**src/rtl/add_arb_pkg.sv**
```systemverilog
// Shared types and digit-serial sizing for the round-robin serial adder arbiter.
package add_arb_pkg;

   typedef enum logic {
      ST_IDLE = 1'b0,
      ST_ADD  = 1'b1
   } state_t;

   localparam int DIGIT_BITS = 2;

   function automatic int num_digits(input int width);
      return width / DIGIT_BITS;
   endfunction

endpackage

```
**src/rtl/add_arbiter_if.sv**
```systemverilog
// Request/operand/result bundle for add_arbiter.
// Optional ADD_ARB_CARRY_EN adds the cout_o carry-out signal.
interface add_arbiter_if #(
   parameter int NUM_REQ = 4,
   parameter int WIDTH   = 10
) ();
   localparam int IDW = $clog2(NUM_REQ);

   logic [NUM_REQ-1:0]       req_i;
   logic [NUM_REQ*WIDTH-1:0] a_i;
   logic [NUM_REQ*WIDTH-1:0] b_i;
   logic [NUM_REQ-1:0]       gnt_o;
   logic [NUM_REQ-1:0]       done_o;
   logic [IDW-1:0]           id_o;
   logic [WIDTH-1:0]         sum_o;
   logic                     busy_o;
`ifdef ADD_ARB_CARRY_EN
   logic                     cout_o;
`endif

   modport slave (
      input  req_i, a_i, b_i,
      output gnt_o, done_o, id_o, sum_o,
`ifdef ADD_ARB_CARRY_EN
      cout_o,
`endif
      busy_o
   );

   modport master (
      output req_i, a_i, b_i,
      input  gnt_o, done_o, id_o, sum_o,
`ifdef ADD_ARB_CARRY_EN
      cout_o,
`endif
      busy_o
   );
endinterface

```
**src/rtl/add_arbiter_serial_add_core.sv**
```systemverilog
// Digit-serial adder: one shared 2-bit ripple stage, registered carry, sum shift register.
// ADD_ARB_CARRY_EN exposes the next carry so the top can register the final carry-out.
module serial_add_core
   import add_arb_pkg::*;
#(
   parameter int WIDTH = 10
) (
   input  logic             clk,
   input  logic             rst,
   input  logic             i_load,
   input  logic             i_step,
   input  logic [WIDTH-1:0] i_a,
   input  logic [WIDTH-1:0] i_b,
`ifdef ADD_ARB_CARRY_EN
   output logic             o_cout_nxt,
`endif
   output logic [WIDTH-1:0] o_sum_nxt
);
   logic [WIDTH-1:0]      r_a;
   logic [WIDTH-1:0]      r_b;
   logic [WIDTH-1:0]      r_sum;
   logic                  r_carry;
   logic [DIGIT_BITS:0]   w_dig;

   assign w_dig = {1'b0, r_a[DIGIT_BITS-1:0]} + {1'b0, r_b[DIGIT_BITS-1:0]}
                + {{DIGIT_BITS{1'b0}}, r_carry};

   // new digit enters at the MSB end so the word is aligned after the last step
   if (WIDTH > DIGIT_BITS) begin : g_shift
      assign o_sum_nxt = {w_dig[DIGIT_BITS-1:0], r_sum[WIDTH-1:DIGIT_BITS]};
   end else begin : g_single
      assign o_sum_nxt = w_dig[DIGIT_BITS-1:0];
   end

`ifdef ADD_ARB_CARRY_EN
   assign o_cout_nxt = w_dig[DIGIT_BITS];
`endif

   always_ff @(posedge clk) begin
      if (rst) begin
         r_a     <= '0;
         r_b     <= '0;
         r_sum   <= '0;
         r_carry <= 1'b0;
      end else if (i_load) begin
         r_a     <= i_a;
         r_b     <= i_b;
         r_sum   <= '0;
         r_carry <= 1'b0;
      end else if (i_step) begin
         r_a     <= r_a >> DIGIT_BITS;
         r_b     <= r_b >> DIGIT_BITS;
         r_sum   <= o_sum_nxt;
         r_carry <= w_dig[DIGIT_BITS];
      end
   end
endmodule

```
**src/rtl/add_arbiter.sv**
```systemverilog
// Round-robin arbiter feeding a shared digit-serial adder; one add in flight at a time.
// ADD_ARB_CARRY_EN adds a registered carry-out of the MSB (cout_o).
//
// state   | meaning
// IDLE    | waiting for any request; grants round-robin from r_ptr
// ADD     | winner's operands being added 2 bits per cycle
module add_arbiter
   import add_arb_pkg::*;
#(
   parameter int NUM_REQ = 4,
   parameter int WIDTH   = 10
) (
   input  logic          clk,
   input  logic          rst,
   add_arbiter_if.slave  bus
);
   localparam int IDW = $clog2(NUM_REQ);
   localparam int ND  = num_digits(WIDTH);
   localparam int CW  = (ND > 1) ? $clog2(ND) : 1;

   if ((WIDTH % DIGIT_BITS) != 0) begin : g_bad_width
      $error("add_arbiter: WIDTH must be a multiple of 2");
   end
   if (NUM_REQ < 2 || NUM_REQ > 8) begin : g_bad_num_req
      $error("add_arbiter: NUM_REQ must be in 2..8");
   end

   state_t             r_state, w_state_nxt;
   logic [IDW-1:0]     r_ptr, w_ptr_nxt;
   logic [IDW-1:0]     r_win, w_win_nxt;
   logic [CW-1:0]      r_cnt, w_cnt_nxt;
   logic [NUM_REQ-1:0] r_gnt, w_gnt_nxt;
   logic [NUM_REQ-1:0] r_done, w_done_nxt;
   logic [IDW-1:0]     r_id, w_id_nxt;
   logic [WIDTH-1:0]   r_sum, w_sum_nxt;
   logic               r_busy, w_busy_nxt;
   logic               w_load, w_step;
   logic               w_req_any;
   logic [IDW-1:0]     w_win_idx;
   logic [IDW-1:0]     w_probe;
   logic [WIDTH-1:0]   w_a_sel, w_b_sel;
   logic [WIDTH-1:0]   w_core_sum;
`ifdef ADD_ARB_CARRY_EN
   logic               r_cout, w_cout_nxt, w_core_cout;
`endif

   // scan from the far end so the hit closest to r_ptr wins
   always_comb begin
      w_req_any = 1'b0;
      w_win_idx = '0;
      w_probe   = '0;
      for (int i = NUM_REQ - 1; i >= 0; i--) begin
         w_probe = IDW'((int'(r_ptr) + i) % NUM_REQ);
         if (bus.req_i[w_probe]) begin
            w_req_any = 1'b1;
            w_win_idx = w_probe;
         end
      end
   end

   assign w_a_sel = bus.a_i[int'(w_win_idx)*WIDTH +: WIDTH];
   assign w_b_sel = bus.b_i[int'(w_win_idx)*WIDTH +: WIDTH];

   serial_add_core #(.WIDTH(WIDTH)) u_core (
      .clk        (clk),
      .rst        (rst),
      .i_load     (w_load),
      .i_step     (w_step),
      .i_a        (w_a_sel),
      .i_b        (w_b_sel),
`ifdef ADD_ARB_CARRY_EN
      .o_cout_nxt (w_core_cout),
`endif
      .o_sum_nxt  (w_core_sum)
   );

   always_comb begin
      w_state_nxt = r_state;
      w_ptr_nxt   = r_ptr;
      w_win_nxt   = r_win;
      w_cnt_nxt   = r_cnt;
      w_gnt_nxt   = '0;
      w_done_nxt  = '0;
      w_id_nxt    = r_id;
      w_sum_nxt   = r_sum;
      w_busy_nxt  = r_busy;
      w_load      = 1'b0;
      w_step      = 1'b0;
`ifdef ADD_ARB_CARRY_EN
      w_cout_nxt  = r_cout;
`endif
      case (r_state)
         ST_IDLE: begin
            if (w_req_any) begin
               w_load               = 1'b1;
               w_gnt_nxt[w_win_idx] = 1'b1;
               w_win_nxt            = w_win_idx;
               w_busy_nxt           = 1'b1;
               w_cnt_nxt            = CW'(ND - 1);
               w_state_nxt          = ST_ADD;
            end
         end
         ST_ADD: begin
            w_step = 1'b1;
            if (r_cnt == '0) begin
               w_sum_nxt        = w_core_sum;
               w_id_nxt         = r_win;
               w_done_nxt[r_win] = 1'b1;
               w_busy_nxt       = 1'b0;
               w_ptr_nxt        = (r_win == IDW'(NUM_REQ - 1)) ? '0 : r_win + 1'b1;
               w_state_nxt      = ST_IDLE;
`ifdef ADD_ARB_CARRY_EN
               w_cout_nxt       = w_core_cout;
`endif
            end else begin
               w_cnt_nxt = r_cnt - 1'b1;
            end
         end
         default: w_state_nxt = ST_IDLE;
      endcase
   end

   always_ff @(posedge clk) begin
      if (rst) begin
         r_state <= ST_IDLE;
         r_ptr   <= '0;
         r_win   <= '0;
         r_cnt   <= '0;
         r_gnt   <= '0;
         r_done  <= '0;
         r_id    <= '0;
         r_sum   <= '0;
         r_busy  <= 1'b0;
`ifdef ADD_ARB_CARRY_EN
         r_cout  <= 1'b0;
`endif
      end else begin
         r_state <= w_state_nxt;
         r_ptr   <= w_ptr_nxt;
         r_win   <= w_win_nxt;
         r_cnt   <= w_cnt_nxt;
         r_gnt   <= w_gnt_nxt;
         r_done  <= w_done_nxt;
         r_id    <= w_id_nxt;
         r_sum   <= w_sum_nxt;
         r_busy  <= w_busy_nxt;
`ifdef ADD_ARB_CARRY_EN
         r_cout  <= w_cout_nxt;
`endif
      end
   end

   assign bus.gnt_o  = r_gnt;
   assign bus.done_o = r_done;
   assign bus.id_o   = r_id;
   assign bus.sum_o  = r_sum;
   assign bus.busy_o = r_busy;
`ifdef ADD_ARB_CARRY_EN
   assign bus.cout_o = r_cout;
`endif
endmodule

```
**src/flat_wrapper.sv**
```systemverilog
// flat-port wrapper written by rule: the top's interface ports become plain ports
module add_arbiter_flat import add_arb_pkg::*;
#(
   parameter int NUM_REQ = 4,
   parameter int WIDTH   = 10
)
  (clk, rst, bus_req_i, bus_a_i, bus_b_i, bus_gnt_o, bus_done_o, bus_id_o, bus_sum_o, bus_busy_o);
  add_arbiter_if #(.NUM_REQ(NUM_REQ), .WIDTH(WIDTH)) bus_i ();
  input  logic clk;
  input  logic rst;
  input wire logic [$bits(bus_i.req_i)-1:0] bus_req_i;
  input wire logic [$bits(bus_i.a_i)-1:0] bus_a_i;
  input wire logic [$bits(bus_i.b_i)-1:0] bus_b_i;
  output wire logic [$bits(bus_i.gnt_o)-1:0] bus_gnt_o;
  output wire logic [$bits(bus_i.done_o)-1:0] bus_done_o;
  output wire logic [$bits(bus_i.id_o)-1:0] bus_id_o;
  output wire logic [$bits(bus_i.sum_o)-1:0] bus_sum_o;
  output wire logic [$bits(bus_i.busy_o)-1:0] bus_busy_o;
  assign bus_i.req_i = bus_req_i;
  assign bus_i.a_i = bus_a_i;
  assign bus_i.b_i = bus_b_i;
  assign bus_gnt_o = bus_i.gnt_o;
  assign bus_done_o = bus_i.done_o;
  assign bus_id_o = bus_i.id_o;
  assign bus_sum_o = bus_i.sum_o;
  assign bus_busy_o = bus_i.busy_o;
  add_arbiter #(.NUM_REQ(NUM_REQ), .WIDTH(WIDTH)) u_core (.clk(clk), .rst(rst), .bus(bus_i));
endmodule
```
**config.mk**
```make
export PLATFORM = sky130hd
export DESIGN_NAME = add_arbiter_flat
export DESIGN_NICKNAME = d
export VERILOG_FILES = /design/src/rtl/add_arb_pkg.sv /design/src/rtl/add_arbiter_if.sv /design/src/rtl/add_arbiter_serial_add_core.sv /design/src/rtl/add_arbiter.sv /design/src/flat_wrapper.sv
export SDC_FILE = /design/constraint.sdc
export NUM_CORES = 1
export LEC_CHECK = 0
export BUFFER_PORTS_ARGS = -buffer_cell sky130_fd_sc_hd__buf_2
export CORE_MARGIN = 3
export CORE_UTILIZATION = 51
export CTS_CLUSTER_SIZE = 16
export DETAILED_ROUTE_END_ITERATION = 8
export PLACE_DENSITY = 0.88
export SLEW_MARGIN = 0
export SYNTH_ARGS = -nofsm -noshare
export SYNTH_HDL_FRONTEND = slang
export SYNTH_SLANG_ARGS = --single-unit
export TNS_END_PERCENT = 10
```
**constraint.sdc**
```tcl
create_clock -name clk -period 2.41 [get_ports clk]
set_input_delay 0.1205 -clock clk [delete_from_list [all_inputs] [get_ports clk]]
set_output_delay 0.1205 -clock clk [all_outputs]
set_load 0.005 [all_outputs]
```
==> key figures, run 1 <==
Synth
  • Compound-Gate Fraction of Synth Area: a little under a quarter
  • Simple-gate share of the synthesized area: around 23%
  • Yosys top cell by area: dfxtp_1
  • Main flop type after synthesis: dfxtp_1
  • Yosys top cell area share: 36.7%
  • Mapped Area: roughly 0.0032 sq mm
  • FFs w/ async S/R, synth: 0%
  • Post-synth EDFFs: 0
  • Yosys warning count: 0
  • Synth top cells by count: nand2_1, dfxtp_1, nor3b_1
  • Post-synthesis mux area share: about 6.3%
  • Post-Synth Adder-Cell Area: about 3.6%
  • Mean Syn Cell Area: approximately 8.7 sq um
  • Synthesis-stage register bit count: 58
  • Post-synthesis sequential area ratio: approximately 37%
  • Largest family of logic cells by synthesized area: compound AO/OA/AOI/OAI gates
  • Mapped Cells: 366
  • Netlist cell types: 35
  • Post-Synth XOR/XNOR Area: 0%
  • Most frequent cell after synthesis: nand2_1
  • Largest cells by area after synthesis: dfxtp_1, nand2_1, a211oi_2
  • Syn Nets: 460

Global route
  • Initial antenna violation count: 0
  • Total gr overflow: 0
  • Most Crowded Layer GR: met2
  • Vias in the first global route: ~3000
  • Met2 usage in global routing: between 30% and 40%
  • Largest net degree at the start of global routing: slightly below 60
  • Met1 usage: 23.8%
  • All-Layer GR Usage: about 22%
  • First-pass GRT wire length: 12800 um
  • Global routing usage on met3: approximately 5.3%

Layout
  • Area of the multi-input gates: 0.00182 sq mm
  • Reg area: about 0.0012 sq mm
  • Fill cells: about 480
  • P&R area growth vs syn: 23.9%
  • Nets: roughly 560
  • Share of post-route cells with drive strength above 1: between 30% and 40%
  • Antenna diodes: 0

Power and ir drop
  • Max IR drop VDD: about 0.4 mV
  • Static Leak: about 1.8 nW
  • Switching share of power: 29.4%
  • Pwr dens: 659 mW/mm^2
  • Logic gate share of total power: about 23%
  • Clk pwr share: 35.3%
  • Seq pwr share: 41.9%
  • Internal: around 1.8 mW
  • P_sw: 0.760 mW

STA
  • RSZ-0062 raised after global routing: no
  • Final setup vio count: 0
  • Fin crit period: 2020 ps
  • Setup TNS: 0 ps
  • Final Cycle Share: a little over four fifths
  • Fin Clk Skew: approximately 7.2 ps
  • Max Slew Vio Count: 0
  • Hold Slack: approximately 180 ps
  • Slew @ Worst Pin: 861 ps
  • Fmax: slightly below 0.5 GHz
  • Max-slew headroom: between 40% and 50%
  • Final hold viol count: 0

Detailed routing
  • Total wire length: just under 8000 um
  • TritonRoute pass-1 iters: 5
  • ANT nets after route: 0
  • Detailed-route DRC error count: 0
  • Vias: approximately 3000
  • Initial DRC Count: between 150 and 200
  • Routed len/inst: about 14 um
  • Vias/cell: around 5.6

Die
  • I/O pin cnt: 107
  • Die area: 0.00719 sq mm
  • Initial Util: a little over half
  • Row count: 28
  • Die H: 84.8 um
  • Die outline width: ~85 um
  • Core ar.: slightly below 0.006 sq mm

Critical path
  • Crit path max fanout: 17
  • Critical Path AT: about 2300 ps
  • Worst path required time: 2690 ps
  • Startpoint types: flip-flop
  • Crit. End Element: flip-flop
  • Setup CP Type: flip-flop to flip-flop

Clocking
  • Clock transition at path regs: 60 ps
  • Buffer count from post-CTS setup fixing: 0
  • Clk sinks: 58
  • CTS tree: yes
  • H-tree depth: 3
  • Clock latency on the worst-skew pair: approximately 330 ps
  • CTS buffer count: 9
  • Cts hold-fix bufs: 0
  • CTS Root Cell: clkbuf_8
  • Bufs on Longest Clock Path: 2
  • CTS resizes: 0

Place
  • Placer congestion estimate: approximately 0.79
  • Dpl hpwl: ~5600 um
  • I/O Buffers: approximately 110

Hold path
  • Worst min path class: input pin to flip-flop

Run
  • Max Cap Viol: 0

Outcome
  • Status: finished, final reports clean
-- worst max-delay path, stage by stage (launching register included) --
cell	delay, ps
dfxtp_1	490
mux2i_1	260
o22ai_2	100
buf_4	210
nor2_2	210
buf_4	240
nand2_1	80
a31oi_1	220
a21o_1	150
-- cell usage in the layout (no fill, tap or decap), drive strengths merged, types with 2 or more instances in the layout --
master / n
buf: 116
nand2: 66
dfxtp: 58
nor3b: 23
a211oi: 21
mux2i: 20
nor2: 18
a21oi: 17
a21o: 17
a31oi: 16
o21ai: 14
or4b: 12
clkbuf: 12
inv: 11
ha: 6
nand3b: 5
nor3: 5
a22o: 4
o41ai: 4
o22ai: 4
o21bai: 2
o21a: 2
and3: 2
fa: 2
clkinvlp: 2
-- stage by stage --
step	setup WS (ps)	util, %	cell area [sq um]	total power [mW]	std cells
global route	264	65.9	3930	2.71	541
detailed placement	137	62.4	3720	1.69	525
global placement	208	62.4	3720	1.67	525
finish	392	65.9	3930	2.59	541
CTS	142	65.9	3920	2.60	541
floorplan	597	-	3170	1.51	366
-- power groups by stage --
stage | clock network [mW] | logic, mW | registers, mW
after floorplan | 0 | 0.422 | 1.09
after global placement | 0 | 0.565 | 1.10
after detailed placement | 0 | 0.585 | 1.10
after CTS | 0.930 | 0.587 | 1.08
after global routing | 0.968 | 0.651 | 1.09
final | 0.912 | 0.589 | 1.08
-- final timing paths --
check,start,endpoint,slack (ps),depth (start not counted)
max,u_core.r_ptr[1]$_SDFFE_PP0P_,u_core.u_core.r_b[0]$_SDFFE_PP0P_,390,8
max reg2reg,u_core.r_ptr[1]$_SDFFE_PP0P_,u_core.u_core.r_b[0]$_SDFFE_PP0P_,390,8
min,bus_req_i[3],u_core.r_win[1]$_SDFFE_PP0P_,180,3
min reg2reg,u_core.bus.sum_o[3]$_SDFFE_PP0P_,u_core.bus.sum_o[3]$_SDFFE_PP0P_,450,2
-- registers in the layout, summed over array words and instances, names as in the netlist --
name / count
u_core.bus.gnt_o: 4
u_core.bus.busy_o: 1
u_core.r_win: 2
u_core.bus.id_o: 2
u_core.u_core.r_a: 10
u_core.u_core.r_carry: 1
u_core.u_core.r_sum: 8
u_core.r_ptr: 2
u_core.u_core.r_b: 10
u_core.bus.done_o: 4
u_core.bus.sum_o: 10
u_core.r_state: 1
u_core.r_cnt: 3
-- routing by layer --
metal	vias to the layer above	share of wire, %
li1	1506	-
met1	1422	40
met2	72	53
met3	22	4.1
met4	0	2.6
met5	-	0
-- kinds of logic (layout without fill, tap and decap cells) --
| kind of cell | Yosys count | in the layout |
|---|---|---|
| AO/OA/AOI/OAI | 102 | 102 |
| adder cells (fa/ha/maj) | 8 | 8 |
| buffers and inverters | 43 | 143 |
| flip-flops | 58 | 58 |
| multiplexers | 20 | 20 |
| AND/OR/NAND/NOR | 135 | 135 |
-- cell type report --
class,count,share of cell area (%)
Clock buffer,12,3.95
Clock inverter,4,1.28
Inverter,11,1.05
Multi-Input combinational cell,265,46.3
Sequential cell,58,29.6
Tap cell,75,2.39
Timing Repair Buffer,116,15.4
Note: power is estimated with default switching activity, not from simulation.
==> run 2: changes to the inputs <==
==> constraint.sdc (replaced) <==
create_clock -name clk -period 2 [get_ports clk]
set_input_delay 0.1 -clock clk [delete_from_list [all_inputs] [get_ports clk]]
set_output_delay 0.1 -clock clk [all_outputs]
set_load 0.005 [all_outputs]
==> run 2 against run 1 <==
Setup slack worse by 230 ps. First-iteration DRC count up 23%. Maximum frequency up 9.8%. Largest cell class unchanged. Largest power group unchanged.
==> key figures, run 2 (synthesis gave the netlist of run 1 again) <==
Outcome
  • Status: finished, final reports clean (unchanged)

Power and ir drop
  • Pwr dens: 780 mW/mm^2 (was 659 mW/mm^2)
  • Max IR drop VDD: 0.565 mV (was 0.400 mV)
  • P_sw: 0.918 mW (was 0.760 mW)
  • Seq pwr share: 41.9% (about the same)
  • Logic gate share of total power: 24.0% (was 22.8%)
  • Static Leak: 1.82 nW (was 1.79 nW)
  • Clk pwr share: 34.1% (was 35.3%)
  • Switching share of power: 29.6% (was 29.4%)
  • Internal: 2.19 mW (was 1.83 mW)

Die
  • Die H: 84.8 um (unchanged)
  • Row count: 28 (unchanged)
  • I/O pin cnt: 107 (unchanged)
  • Core ar.: 0.00596 sq mm (unchanged)
  • Die area: 0.00719 sq mm (unchanged)
  • Initial Util: 53.2% (unchanged)
  • Die outline width: 84.8 um (unchanged)

Detailed routing
  • Total wire length: 8110 um (was 7750 um)
  • ANT nets after route: 0 (unchanged)
  • Routed len/inst: 14.9 um (was 14.3 um)
  • Vias: 3075 (was 3022)
  • Initial DRC Count: 195 (was 158)
  • TritonRoute pass-1 iters: 4 (was 5)
  • Vias/cell: 5.63 (was 5.59)
  • Detailed-route DRC error count: 0 (unchanged)

STA
  • Final setup vio count: 0 (unchanged)
  • Final hold viol count: 0 (unchanged)
  • Fin crit period: 1840 ps (was 2020 ps)
  • Max Slew Vio Count: 0 (unchanged)
  • Fmax: 0.544 GHz (was 0.496 GHz)
  • Setup TNS: 0 ps (unchanged)
  • Slew @ Worst Pin: 824 ps (was 861 ps)
  • RSZ-0062 raised after global routing: no (unchanged)
  • Fin Clk Skew: 9.57 ps (was 7.18 ps)
  • Max-slew headroom: 44.9% (was 42.5%)
  • Hold Slack: 176 ps (was 181 ps)
  • Final Cycle Share: 91.9% (was 83.7%)

Global route
  • Total gr overflow: 0 (unchanged)
  • Initial antenna violation count: 0 (unchanged)
  • All-Layer GR Usage: 23.4% (was 21.7%)
  • Vias in the first global route: 3064 (was 3004)
  • Largest net degree at the start of global routing: 46 (was 59)
  • First-pass GRT wire length: 13600 um (was 12800 um)

Critical path
  • Setup CP Type: flip-flop to flip-flop (unchanged)
  • Worst path required time: 2240 ps (was 2690 ps)
  • Critical Path AT: 2070 ps (was 2300 ps)
  • Slowest CP cell: dfxtp_2 (was dfxtp_1)
  • Bufs and invs on worst path: 1 (was 2)
  • Crit. End Element: flip-flop (unchanged)
  • Crit path max fanout: 43 (was 17)
  • Max stage delay on crit path: 380 ps (was 490 ps)
  • Ordered cell list for the critical path: mux2i_1, o22ai_2, or2_2, buf_12, a211oi_2, a31oi_1, a21o_1 (was mux2i_1, o22ai_2, buf_4, nor2_2, buf_4, nand2_1, a31oi_1, a21o_1)
  • Cell family with most CP delay: compound AO/OA/AOI/OAI gates (was flip-flops)
  • Startpoint types: flip-flop (unchanged)

Layout
  • Most common cell after layout, fill and taps aside: buf_2 (unchanged)
  • Antenna diodes: 0 (unchanged)
  • Commonest non-fill, non-tap cells in the layout: buf_2, nand2_1, dfxtp_1, nor3b_1, mux2i_1 (unchanged)
  • Design area: 0.00398 sq mm (was 0.00393 sq mm)
  • Share of post-route cells with drive strength above 1: 33.8% (was 33.0%)
  • Nets: 560 (was 555)
  • Final std cells w/o fill: 546 (was 541)
  • P&R area growth vs syn: 25.6% (was 23.9%)

Place
  • Dpl cell area: 0.00378 sq mm (was 0.00372 sq mm)
  • Placed insts: 530 (was 525)
  • Placer congestion estimate: 0.821 (was 0.787)
  • Dpl hpwl: 5890 um (was 5620 um)
  • I/O Buffers: 106 (unchanged)

Clocking
  • CTS tree: yes (unchanged)
  • CTS buffer count: 9 (unchanged)
  • Cts hold-fix bufs: 0 (unchanged)
  • Clock transition at path regs: 70 ps (was 60 ps)
  • Clk sinks: 58 (unchanged)
  • Clock latency on the worst-skew pair: 340 ps (was 330 ps)
  • CTS Root Cell: clkbuf_8 (unchanged)
  • H-tree depth: 3 (unchanged)
  • Bufs on Longest Clock Path: 2 (unchanged)

Hold path
  • Worst min path class: input pin to flip-flop (unchanged)

Run
  • Max Cap Viol: 0 (unchanged)
-- run 2: cell types whose count changed in the layout (fill, tap and decap cells not counted), sizes merged --
| cell | previous run | this run |
|---|---|---|
| clkinv | 1 | 2 |
| buf | 116 | 121 |
| clkinvlp | 2 | 1 |
-- run 2: per-stage QoR --
stage | utilization (%) | total power [mW] | setup WS (ps)
final | 66.8 | 3.10 | 163
after global routing | 66.8 | 3.27 | 46.0
after CTS | 66.8 | 3.12 | 113
after detailed placement | 63.5 | 2.06 | 132
after global placement | 63.5 | 2.03 | 185
after floorplan | - | 1.82 | 187
-- run 2: worst paths after layout --
| path | depth (start not counted) | end | slack [ps] | from |
|---|---|---|---|---|
| min | 4 | u_core.u_core.r_a[9]$_SDFFE_PP0P_ | 180 | bus_a_i[29] |
| max | 7 | u_core.u_core.r_a[4]$_SDFFE_PP0P_ | 160 | u_core.r_ptr[1]$_SDFFE_PP0P_ |
| min reg2reg | 2 | u_core.bus.sum_o[3]$_SDFFE_PP0P_ | 450 | u_core.bus.sum_o[3]$_SDFFE_PP0P_ |
| max reg2reg | 7 | u_core.u_core.r_a[4]$_SDFFE_PP0P_ | 160 | u_core.r_ptr[1]$_SDFFE_PP0P_ |
-- run 2: area by class of cell --
class,instances,area (sq um)
well taps,75,93.8
flip-flops and latches,58,1160
clock inverters,4,51.3
multi-input cells,265,1820
inverters,11,41.3
fillers,445,1980
repair buffers,121,668
clock buffers,12,145
-- run 2: timing repair --
action,4_1_cts,5_1_grt
gates resized for setup,0,1
setup buffers,0,0
setup endpoints to repair,0,4
-- run 2: per-layer routing --
metal / up-vias / global-route usage [%] / routed length, um
li1: 1515 / - / -
met1: 1449 / 27.0 / 3250
met2: 95 / 41.4 / 4310
met3: 16 / 5.40 / 374
met4: 0 / 9.50 / 175
met5: - / 0 / 0
-- run 2: power groups by stage --
stage                     sequential, mW  clock [mW]  combinational, mW
after CTS                           1.30        1.08              0.742
after detailed placement            1.32           0              0.739
after floorplan                     1.31           0              0.508
final                               1.30        1.06              0.745
after global placement              1.32           0              0.712
after global routing                1.31        1.13              0.827
-- run 2: worst reg2reg max path, cell delays in order (launching register included) --
cell and delay, ps:
dfxtp_2 380, mux2i_1 220, o22ai_2 100, or2_2 310
buf_12 190, a211oi_2 280, a31oi_1 60, a21o_1 190
